<file path="src/rtl/count_sweep_pkg.sv">
// Shared types, default sizes and helpers for the counter sweep sequencer.
// No logic state lives here.
package count_sweep_pkg;

    localparam int WIDTH_DEF  = 4;
    localparam int REPS_W_DEF = 3;

    typedef enum logic [2:0] {
        S_IDLE    = 3'd0,
        S_LOAD    = 3'd1,
        S_RUN_FWD = 3'd2,
        S_RUN_BWD = 3'd3,
        S_DONE    = 3'd4
    } sweep_state_t;

    function automatic logic [31:0] abs_diff(input logic [31:0] a, input logic [31:0] b);
        return (a >= b) ? (a - b) : (b - a);
    endfunction

endpackage

</file>
<file path="src/rtl/count_sweep_ctrl.sv">
// Drives count_new through one-way or bounce sweeps, repeated per pass; outputs are Moore.
// Start accepted only in IDLE; leg endpoints checked one cycle after each leg, err is sticky.
module count_sweep_ctrl
    import count_sweep_pkg::*;
#(
    parameter int WIDTH  = WIDTH_DEF,
    parameter int REPS_W = REPS_W_DEF
) (
    input  logic              clk,
    input  logic              rst,
    input  logic              start,
    input  logic [WIDTH-1:0]  start_val,
    input  logic [WIDTH-1:0]  end_val,
    input  logic              bounce,
    input  logic [REPS_W-1:0] reps,
    input  logic [WIDTH-1:0]  cout,
    output logic              en,
    output logic              up_down,
    output logic              load,
    output logic [WIDTH-1:0]  cin,
    output logic              busy,
    output logic              done,
    output logic              err
);

    sweep_state_t      state_q, state_d;
    logic [WIDTH-1:0]  start_q, end_q, len_q;
    logic              bounce_q, fwd_up_q;
    logic [WIDTH-1:0]  step_q, step_d;
    logic [REPS_W-1:0] pass_q, pass_d;
    logic              chk_pend_q, chk_set;
    logic [WIDTH-1:0]  chk_val_q, chk_val_d;
    logic              err_q;
    logic              accept;

    always_comb begin
        state_d   = state_q;
        step_d    = step_q;
        pass_d    = pass_q;
        chk_set   = 1'b0;
        chk_val_d = chk_val_q;
        accept    = 1'b0;
        case (state_q)
            S_IDLE: begin
                if (start) begin
                    accept  = 1'b1;
                    state_d = S_LOAD;
                end
            end
            S_LOAD: begin
                if (len_q == '0) begin
                    state_d = S_DONE;
                end else begin
                    state_d = S_RUN_FWD;
                    step_d  = len_q;
                end
            end
            S_RUN_FWD: begin
                step_d = step_q - 1'b1;
                if (step_q == WIDTH'(1)) begin
                    chk_set   = 1'b1;
                    chk_val_d = end_q;
                    if (bounce_q) begin
                        state_d = S_RUN_BWD;
                        step_d  = len_q;
                    end else begin
                        pass_d  = pass_q - 1'b1;
                        state_d = (pass_q > REPS_W'(1)) ? S_LOAD : S_DONE;
                    end
                end
            end
            S_RUN_BWD: begin
                step_d = step_q - 1'b1;
                if (step_q == WIDTH'(1)) begin
                    chk_set   = 1'b1;
                    chk_val_d = start_q;
                    pass_d    = pass_q - 1'b1;
                    state_d   = (pass_q > REPS_W'(1)) ? S_LOAD : S_DONE;
                end
            end
            S_DONE: begin
                state_d = S_IDLE;
            end
            default: begin
                state_d = S_IDLE;
            end
        endcase
    end

    always_ff @(posedge clk) begin
        if (!rst) begin
            state_q    <= S_IDLE;
            start_q    <= '0;
            end_q      <= '0;
            len_q      <= '0;
            bounce_q   <= 1'b0;
            fwd_up_q   <= 1'b0;
            step_q     <= '0;
            pass_q     <= '0;
            chk_pend_q <= 1'b0;
            chk_val_q  <= '0;
            err_q      <= 1'b0;
        end else begin
            state_q    <= state_d;
            step_q     <= step_d;
            chk_pend_q <= chk_set;
            chk_val_q  <= chk_val_d;
            if (accept) begin
                start_q  <= start_val;
                end_q    <= end_val;
                len_q    <= WIDTH'(abs_diff(32'(end_val), 32'(start_val)));
                bounce_q <= bounce;
                fwd_up_q <= (end_val >= start_val);
                pass_q   <= (reps == '0) ? REPS_W'(1) : reps;
                err_q    <= 1'b0;
            end else begin
                pass_q <= pass_d;
                // The counter has settled one cycle after the leg's last enable.
                if (chk_pend_q && (cout != chk_val_q)) begin
                    err_q <= 1'b1;
                end
            end
        end
    end

    assign en      = (state_q == S_LOAD) || (state_q == S_RUN_FWD) || (state_q == S_RUN_BWD);
    assign busy    = en;
    assign load    = (state_q == S_LOAD);
    assign done    = (state_q == S_DONE);
    assign up_down = (state_q == S_RUN_BWD) ? ~fwd_up_q : (en & fwd_up_q);
    assign cin     = start_q;
    assign err     = err_q;

endmodule

</file>
<file path="config.mk">
export PLATFORM = sky130hd
export DESIGN_NAME = count_sweep_ctrl
export DESIGN_NICKNAME = d
export VERILOG_FILES = /design/src/rtl/count_sweep_pkg.sv /design/src/rtl/count_sweep_ctrl.sv
export SDC_FILE = /design/constraint.sdc
export NUM_CORES = 1
export LEC_CHECK = 0
export BUFFER_PORTS_ARGS = -buffer_cell sky130_fd_sc_hd__clkbuf_2
export CAP_MARGIN = 20
export CORE_ASPECT_RATIO = 1.2
export CORE_MARGIN = 5
export CORE_UTILIZATION = 40
export CTS_CLUSTER_DIAMETER = 60
export DETAILED_ROUTE_END_ITERATION = 6
export HOLD_SLACK_MARGIN = 0.03
export SYNTH_ARGS = -nofsm -noshare
export SYNTH_HDL_FRONTEND = slang
export SYNTH_SLANG_ARGS = --single-unit
</file>
<file path="constraint.sdc">
create_clock -name clk -period 4.75 [get_ports clk]
set_input_delay 0.95 -clock clk [delete_from_list [all_inputs] [get_ports clk]]
set_output_delay 0.95 -clock clk [all_outputs]
set_load 0.01 [all_outputs]
</file>
After elaboration in Yosys (flattened, before gate mapping) --
Index checks and enable logic that the tools add are counted.
Operators by class: add/subtract/negate cells 4, $lt $le $gt $ge 3, eq/ne operators 13, multiplexer cells 25, bitwise operators 3, reduce and logical (&&, ||, !) cells 16
Operator list (count):
- $mux W3 | 11
- $mux W4 | 6
- $pmux W3 S4 | 1
- $pmux W4 S3 | 1
- $ne A3 B3 Y1 const B | 3
- $ge A4 B4 Y1 | 2
- $ne A2 B2 Y1 const B | 4
- $pmux W4 S2 | 1
- $sub A4 B4 Y4 | 2
- $eq A3 B2 Y1 const B | 2
- $logic_not A3 Y1 | 2
- $pmux W3 S2 | 1
- $reduce_and A3 Y1 | 2
- $reduce_bool A3 Y1 | 2
- $eq A4 B1 Y1 const B | 1
- $logic_not A4 Y1 | 1
- $mux W1 | 4
- $ne A4 B4 Y1 | 1
- $reduce_and A2 Y1 | 2
- $reduce_and A4 Y1 | 1
- $reduce_or A2 Y1 | 2
- $sub A4 B1 Y4 const B | 1
- $eq A3 B1 Y1 const B | 1
- $eq A3 B3 Y1 const B | 1
- 7 further kinds | 9
Word-level totals: register bits after elaboration 30, input port bits 19, output and inout port bits 10, logic and storage cells 75

Logic depth before layout (Yosys ltp) --
Gate-level depths: netlist of run 1.
depth after elaboration 5, mapped depth 8, gate-level depth less buffers 8

Worst setup path before layout of run 1 --
No wires, ideal clock.
path type input-to-reg, start in end_val[0], end reg len_q[3], setup time 101 ps, arrival 2299 ps, data required time 4649 ps, setup slack 2350 ps, stages 8, path buffers 0, cells stage by stage inv_1 -> ha_1 -> fa_1 -> a21bo_2 -> a21oi_1 -> o21ai_0 -> a21oi_1 -> o41ai_1
Between the ends: cells in the longest elaborated chain, start to end 2, elaborated cells between the ends (all ways) 4, those cells by class add/sub (2); order compare (1); mux (1)
Ends and longest elaborated chain:
- start, declared | line count_sweep_ctrl.sv:13 | input logic [WIDTH-1:0] end_val,
- $sub A4 B4 Y4 or $ge A4 B4 Y1 (tied branches) | line count_sweep_pkg.sv:17 | return (a >= b) ? (a - b) : (b - a);
- $mux W4 (*) | line count_sweep_pkg.sv:17
- end signal, assigned | line count_sweep_ctrl.sv:111 | len_q <= WIDTH'(abs_diff(32'(end_val), 32'(start_val)));
- end, declared | line count_sweep_ctrl.sv:27 | logic [WIDTH-1:0] start_q, end_q, len_q;
Mark *: on every way between the ends. The rest lies on a longest branch, timed or not. A chain may end at the register's enable or synchronous reset.

Worst setup path in the final report of run 1 --
start reg state_q[0], end out load
Between the ends: cells in the longest elaborated chain, start to end 1
Ends and longest elaborated chain:
- start, declared | line count_sweep_ctrl.sv:26 | sweep_state_t state_q, state_d;
- start signal, assigned | line count_sweep_ctrl.sv:104 | state_q <= state_d;
- $eq A3 B1 Y1 | line count_sweep_ctrl.sv:128 | assign load = (state_q == S_LOAD);
- end, declared | line count_sweep_ctrl.sv:19 | output logic load,
No other way between the ends.

==> flow_summary.toml, run 1 <==
[hold_path]
hold_path_class = "flop to flop"

[global_route]
grt_max_degree = 20
grt_pass1_wl_mm = 7.14
grt_usage = 0.146
antenna_found_initial = 0
grt_pass1_vias = 1588
grt.overflow.total = 0

[clocking]
clockBufferDepth = 2
cts_buffers = 5
worstSkewPairLatency_ns = 0.28
cts.repair.resized = 0
post_cts_buffers = 0
ctsHoldBuffers = 0
htreeDepth = 2
cts_sinks = 30
cts_tree = "built"
clk_pin_slew_ns = 0.07
clockRootBuffer = "clkbuf_8"

[synthesis]
synth_nets = 264
synth_cells = 232
synth.largest_area_cell = "dfxtp_1"
synth_edf_count = 0
yosysMostFrequentCell = "dfxtp_1"
synth_top_family_by_area = "simple AND/OR/NAND/NOR gates"
synthArstFlopShare = 0
seq_area_frac_synth = 0.323
synth_xor_area_frac = 0.0424
synth_flop_cell = "dfxtp_1"
synth_mux_area_frac = 0.0114
synth_top_area_frac = 0.323
syn_avg_cell_area_sq_um = 8.02
netlist_top_cells_area = "dfxtp_1 (32%), a21oi_1 (7.5%), ha_1 (7.4%)"
synth.distinct_cells = 49
synth_compound_area_frac = 0.222
netlist_area_sq_um = 1860
synthAdderAreaFrac = 0.0955
synth_warnings = 0
ys_ff_latch = 30
synthTopCellsByCount = "dfxtp_1 (30), a21oi_1 (28), nor2_1 (27)"
yosys.area_share.simple = 0.243

[place]
port-buffer-count = 28
gp_congestion = 0.849
place_ws_ns = 2.12
dp_hpwl_mm = 3.18

[floorplan]
die_y_um = 84.7
die_w_um = 72.3
floorplan.rows = 27
dieArea_sq_um = 6120
core_area_sq_um = 4560
io_pins = 29
start_util = 0.408

[job]
drv_cap = 0

[route]
vias_per_cell = 5.23
drt_iter0_markers = 120
drt_wl_total_mm = 4.26
wl_per_cell_um = 13.5
drc = 0
drtPass1Iterations = 4
wl_met2_mm = 2.00
wl_met3_um = 172
final_antenna_net_count = 0
m1WireLength_mm = 1.98
num_vias = 1646
top_layer = "met4"

[power_and_ir_drop]
p_sw_uw = 254
ir_drop_mv = 0.128
power_frac_comb = 0.248
p_seq_frac = 0.370
switching_share = 0.300
power_leakage_nw = 0.914
pwr-share-clk = 0.382
p_per_area_nw_per_um2 = 392
intPower_uw = 593

[sta]
rsz0062_at_grt = "false"
clock.fmax_mhz = 383
skew_ns = 0.0108
slew-limit-headroom = 0.423
fin_ws_ns = 2.14
worst_pin_slew_ns = 0.862
timing.hold.ws_ns = 0.454
report.final.setup_viol = 0
min_period_over_period = 0.550
slew_violations = 0
min_period_ns = 2.61
hold_viol_final = 0
fin_setup_tns_ns = 0

[setup_path]
cp_top_family = "flip-flops"
startpoint = "state_q[0]$_SDFFE_PN0P_"
critPathMaxFanout = 19
path_depth = 3
crit_path_end_kind = "output port"
cp-start-kind = "flop"
r2r_setup_slack_ns = 2.67
cp-endpoint = "load"
crit_buf_inv = 1
worstReg2RegStart = "state_q[0]$_SDFFE_PN0P_"
cp_slowest_cell = "dfxtp_1"
r2r-end = "pass_q[0]$_SDFFE_PN0P_"
required_ns = 3.80
max_stage_delay_ns = 0.77
r2r_cells = 4
worstPathArrival_ns = 1.66
cp_cell_sequence = "nand2b_1 > nor2_1 > clkbuf_2"
worstSetupPathType = "flop to output port"

[final_layout]
drive_gt1_frac = 0.191
area_growth_pct = 16.3
fin_nets = 288
antenna_cells = 0

[outcome]
status = "complete, no violations"
worst register-to-register path, stage by stage (launching register included):
cell	delay [ns]
dfxtp_1	0.53
nor2_1	0.41
nand3b_1	0.54
o31ai_1	0.41
a21oi_1	0.06
layout by cell type (no fill, tap or decap), types with 2 or more instances in the layout:
cell	count
dfxtp_1	30
a21oi_1	28
clkbuf_2	28
nor2_1	27
nand2_1	25
inv_1	16
o21ai_0	13
ha_1	11
nor3_1	7
xnor2_1	6
a211oi_1	6
clkbuf_8	6
nand2b_1	4
nand3_1	4
xor2_1	3
nor3b_1	3
o31ai_1	3
nor2b_1	2
a2111oi_2	2
o41ai_1	2
a31oi_1	2
nand4_1	2
fa_1	2
bufinv_16	2
power by group through the flow:
stage,combinational (mW),sequential [mW],clock [mW]
6_report,0.210,0.314,0.323
4_1_cts,0.213,0.313,0.328
2_1_floorplan,0.173,0.304,0
5_1_grt,0.238,0.318,0.337
3_3_place_gp,0.211,0.319,0
3_5_place_dp,0.212,0.319,0
per-stage QoR:
stage	power, mW	util	instances	instance area (sq um)
4_1_cts	0.854	0.474	315	2160
3_5_place_dp	0.530	0.443	307	2020
5_1_grt	0.893	0.474	315	2160
3_3_place_gp	0.529	0.443	307	2020
6_report	0.847	0.474	315	2160
2_1_floorplan	0.477	-	232	1860
flip-flops by register name, indices dropped and copies added, names as in the netlist, 3 cells and up:
signal	count
chk_val_q	4
cin	4
end_q	4
len_q	4
step_q	4
pass_q	3
state_q	3
layer usage:
metal / track usage / up-vias
met1: 0.178 / 743
met2: 0.237 / 32
li1: - / 863
met3: 0.0347 / 8
met4: 0.0684 / 0
met5: 0 / -
area by class of cell:
cell class / count / area [sq um]
well taps: 58 / 72.6
fillers: 490 / 2400
repair buffers: 28 / 140
multi-input cells: 174 / 1140
inverters: 17 / 63.8
clock buffers: 6 / 82.6
clock inverters: 2 / 60.1
flip-flops and latches: 30 / 601
logic make-up (layout without fill, tap and decap cells):
family | count (synthesis) | in the layout
fa+ha+maj | 13 | 13
mux | 2 | 2
xor+xnor | 9 | 9
simple gates | 85 | 85
flops | 30 | 30
buf+inv | 28 | 53
compound gates | 65 | 65
worst min path at each step:
stage,startpoint,to,slack (ns),cells after the start
2_1_floorplan,end_q[2]$_SDFFE_PN0P_,end_q[2]$_SDFFE_PN0P_,0.43,2
3_3_place_gp,chk_pend_q$_SDFF_PN0_,err$_SDFFE_PP0P_,0.44,2
6_report,end_q[2]$_SDFFE_PN0P_,end_q[2]$_SDFFE_PN0P_,0.45,2
3_5_place_dp,end_q[2]$_SDFFE_PN0P_,end_q[2]$_SDFFE_PN0P_,0.44,2
5_1_grt,bounce_q$_SDFFE_PN0P_,bounce_q$_SDFFE_PN0P_,0.49,2
4_1_cts,end_q[2]$_SDFFE_PN0P_,end_q[2]$_SDFFE_PN0P_,0.45,2
Note: power is estimated with default switching activity, not from simulation.
==> inputs of run 2 (changes only) <==
==> constraint.sdc (replaced) <==
create_clock -name clk -period 2.7 [get_ports clk]
set_input_delay 0.54 -clock clk [delete_from_list [all_inputs] [get_ports clk]]
set_output_delay 0.54 -clock clk [all_outputs]
set_load 0.01 [all_outputs]
==> run 2 against run 1 <==
  * Power is 53% higher
  * Clock skew fell by 0.0075 ns
  * Worst hold slack improved by 0.00055 ns
  * Global-route usage up 0.61 points
  * Largest cell class unchanged
  * Highest routed layer unchanged
==> flow_summary.toml, run 2 (synthesized netlist as in run 1, its figures left out) <==
[outcome]
status = "complete, no violations"

[sta]
min_period_ns = 2.21
fin_ws_ns = 0.487
hold_viol_final = 0
clock.fmax_mhz = 452
slew-limit-headroom = 0.533
min_period_over_period = 0.819
fin_setup_tns_ns = 0
rsz0062_at_grt = "false"
skew_ns = 0.00327
report.final.setup_viol = 0
worst_pin_slew_ns = 0.700
slew_violations = 0

[floorplan]
floorplan.rows = 27
core_area_sq_um = 4560
die_y_um = 84.7
io_pins = 29
dieArea_sq_um = 6120
die_w_um = 72.3
start_util = 0.408

[place]
gp_congestion = 0.925
place_ws_ns = 0.438
dp_hpwl_mm = 3.18
port-buffer-count = 28

[global_route]
grt_pass1_vias = 1583
grt.overflow.total = 0
grt_usage = 0.152
antenna_found_initial = 0
grt_max_degree = 20
grt_pass1_wl_mm = 7.36

[final_layout]
area_growth_pct = 14.7
drive_gt1_frac = 0.196
final_cell_mix = "dfxtp_1 (30), a21oi_1 (28), clkbuf_2 (28)"
mostFrequentLayoutCell = "dfxtp_1"
antenna_cells = 0
fin_nets = 291

[hold_path]
hp-start = "end_q[3]$_SDFFE_PN0P_"
min_to = "end_q[3]$_SDFFE_PN0P_"
whs_path_depth = 2
hold_path_class = "flop to flop"

[power_and_ir_drop]
power_frac_comb = 0.291
p_seq_frac = 0.425
switching_share = 0.336
power_leakage_nw = 0.905
intPower_uw = 862
p_sw_uw = 436
ir_drop_mv = 0.219
pwr-share-clk = 0.284
finalPower_mw = 1.30
p_per_area_nw_per_um2 = 608

[route]
drt_iter0_markers = 84
drc = 0
wl_per_cell_um = 13.2
num_vias = 1676
vias_per_cell = 5.27
drt_wl_total_mm = 4.19
final_antenna_net_count = 0
drtPass1Iterations = 4

[clocking]
ctsHoldBuffers = 0
clockRootBuffer = "clkbuf_8"
cts_sinks = 30
clockBufferDepth = 2
worstSkewPairLatency_ns = 0.28
cts.repair.resized = 0
clk_pin_slew_ns = 0.06
cts_tree = "built"
htreeDepth = 2
post_cts_buffers = 0
cts_buffers = 5

[setup_path]
r2r_cells = 4
worstPathArrival_ns = 1.67
worstReg2RegStart = "state_q[1]$_SDFFE_PN0P_"
r2r_setup_slack_ns = 0.69
crit_path_end_kind = "output port"
required_ns = 2.16
startpoint = "state_q[0]$_SDFFE_PN0P_"
r2r-end = "chk_val_q[2]$_SDFFE_PN0P_"
critPathMaxFanout = 19
cp-start-kind = "flop"
worstSetupPathType = "flop to output port"

[job]
drv_cap = 0
-- run 2: cell types whose count changed in the layout (fill, tap and decap cells not counted), sizes merged --
cell,change
clkbuf,+1
clkinv,+1
bufinv,-2
buf,+3
-- run 2: worst max-delay path by stage --
stage                                       end  slack (ns)
after floorplan           len_q[3]$_SDFFE_PN0P_        0.71
after global placement    len_q[3]$_SDFFE_PN0P_        0.50
after detailed placement  len_q[3]$_SDFFE_PN0P_        0.44
after CTS                                  load        0.49
after global routing                       load        0.37
final                                      load        0.49
-- run 2: power groups by stage --
stage	clock network, mW	logic [mW]	registers, mW
global route	0.399	0.431	0.562
CTS	0.383	0.383	0.552
detailed placement	0	0.381	0.561
global placement	0	0.377	0.561
finish	0.369	0.378	0.552
floorplan	0	0.304	0.535
-- run 2: final cells by class --
type	instances	area (sq um)
sequential	30	601
clock inverter	1	5.00
fill	475	2430
inverter	17	63.8
multi-input combinational	174	1140
timing repair buffer	31	163
clock buffer	7	86.3
tap	58	72.6
-- run 2: worst max-delay path: stages (launching register included) --
cell and delay [ns]:
dfxtp_1 0.77, nand2b_1 0.24, nor2_1 0.21, clkbuf_2 0.17
-- run 2: stage by stage --
stage	util	instances	instance area (sq um)	hold WS, ns
4_1_cts	0.468	318	2130	0.458
3_3_place_gp	0.448	310	2040	0.437
5_1_grt	0.468	318	2130	0.473
2_1_floorplan	-	232	1860	0.432
3_5_place_dp	0.448	310	2040	0.449
6_report	0.468	318	2130	0.454
-- run 2: per-layer routing --
layer / part of all wire / GRT usage
met4: 0.020 / 0.0615
met5: 0 / 0
met1: 0.44 / 0.201
met2: 0.48 / 0.237
met3: 0.054 / 0.0311
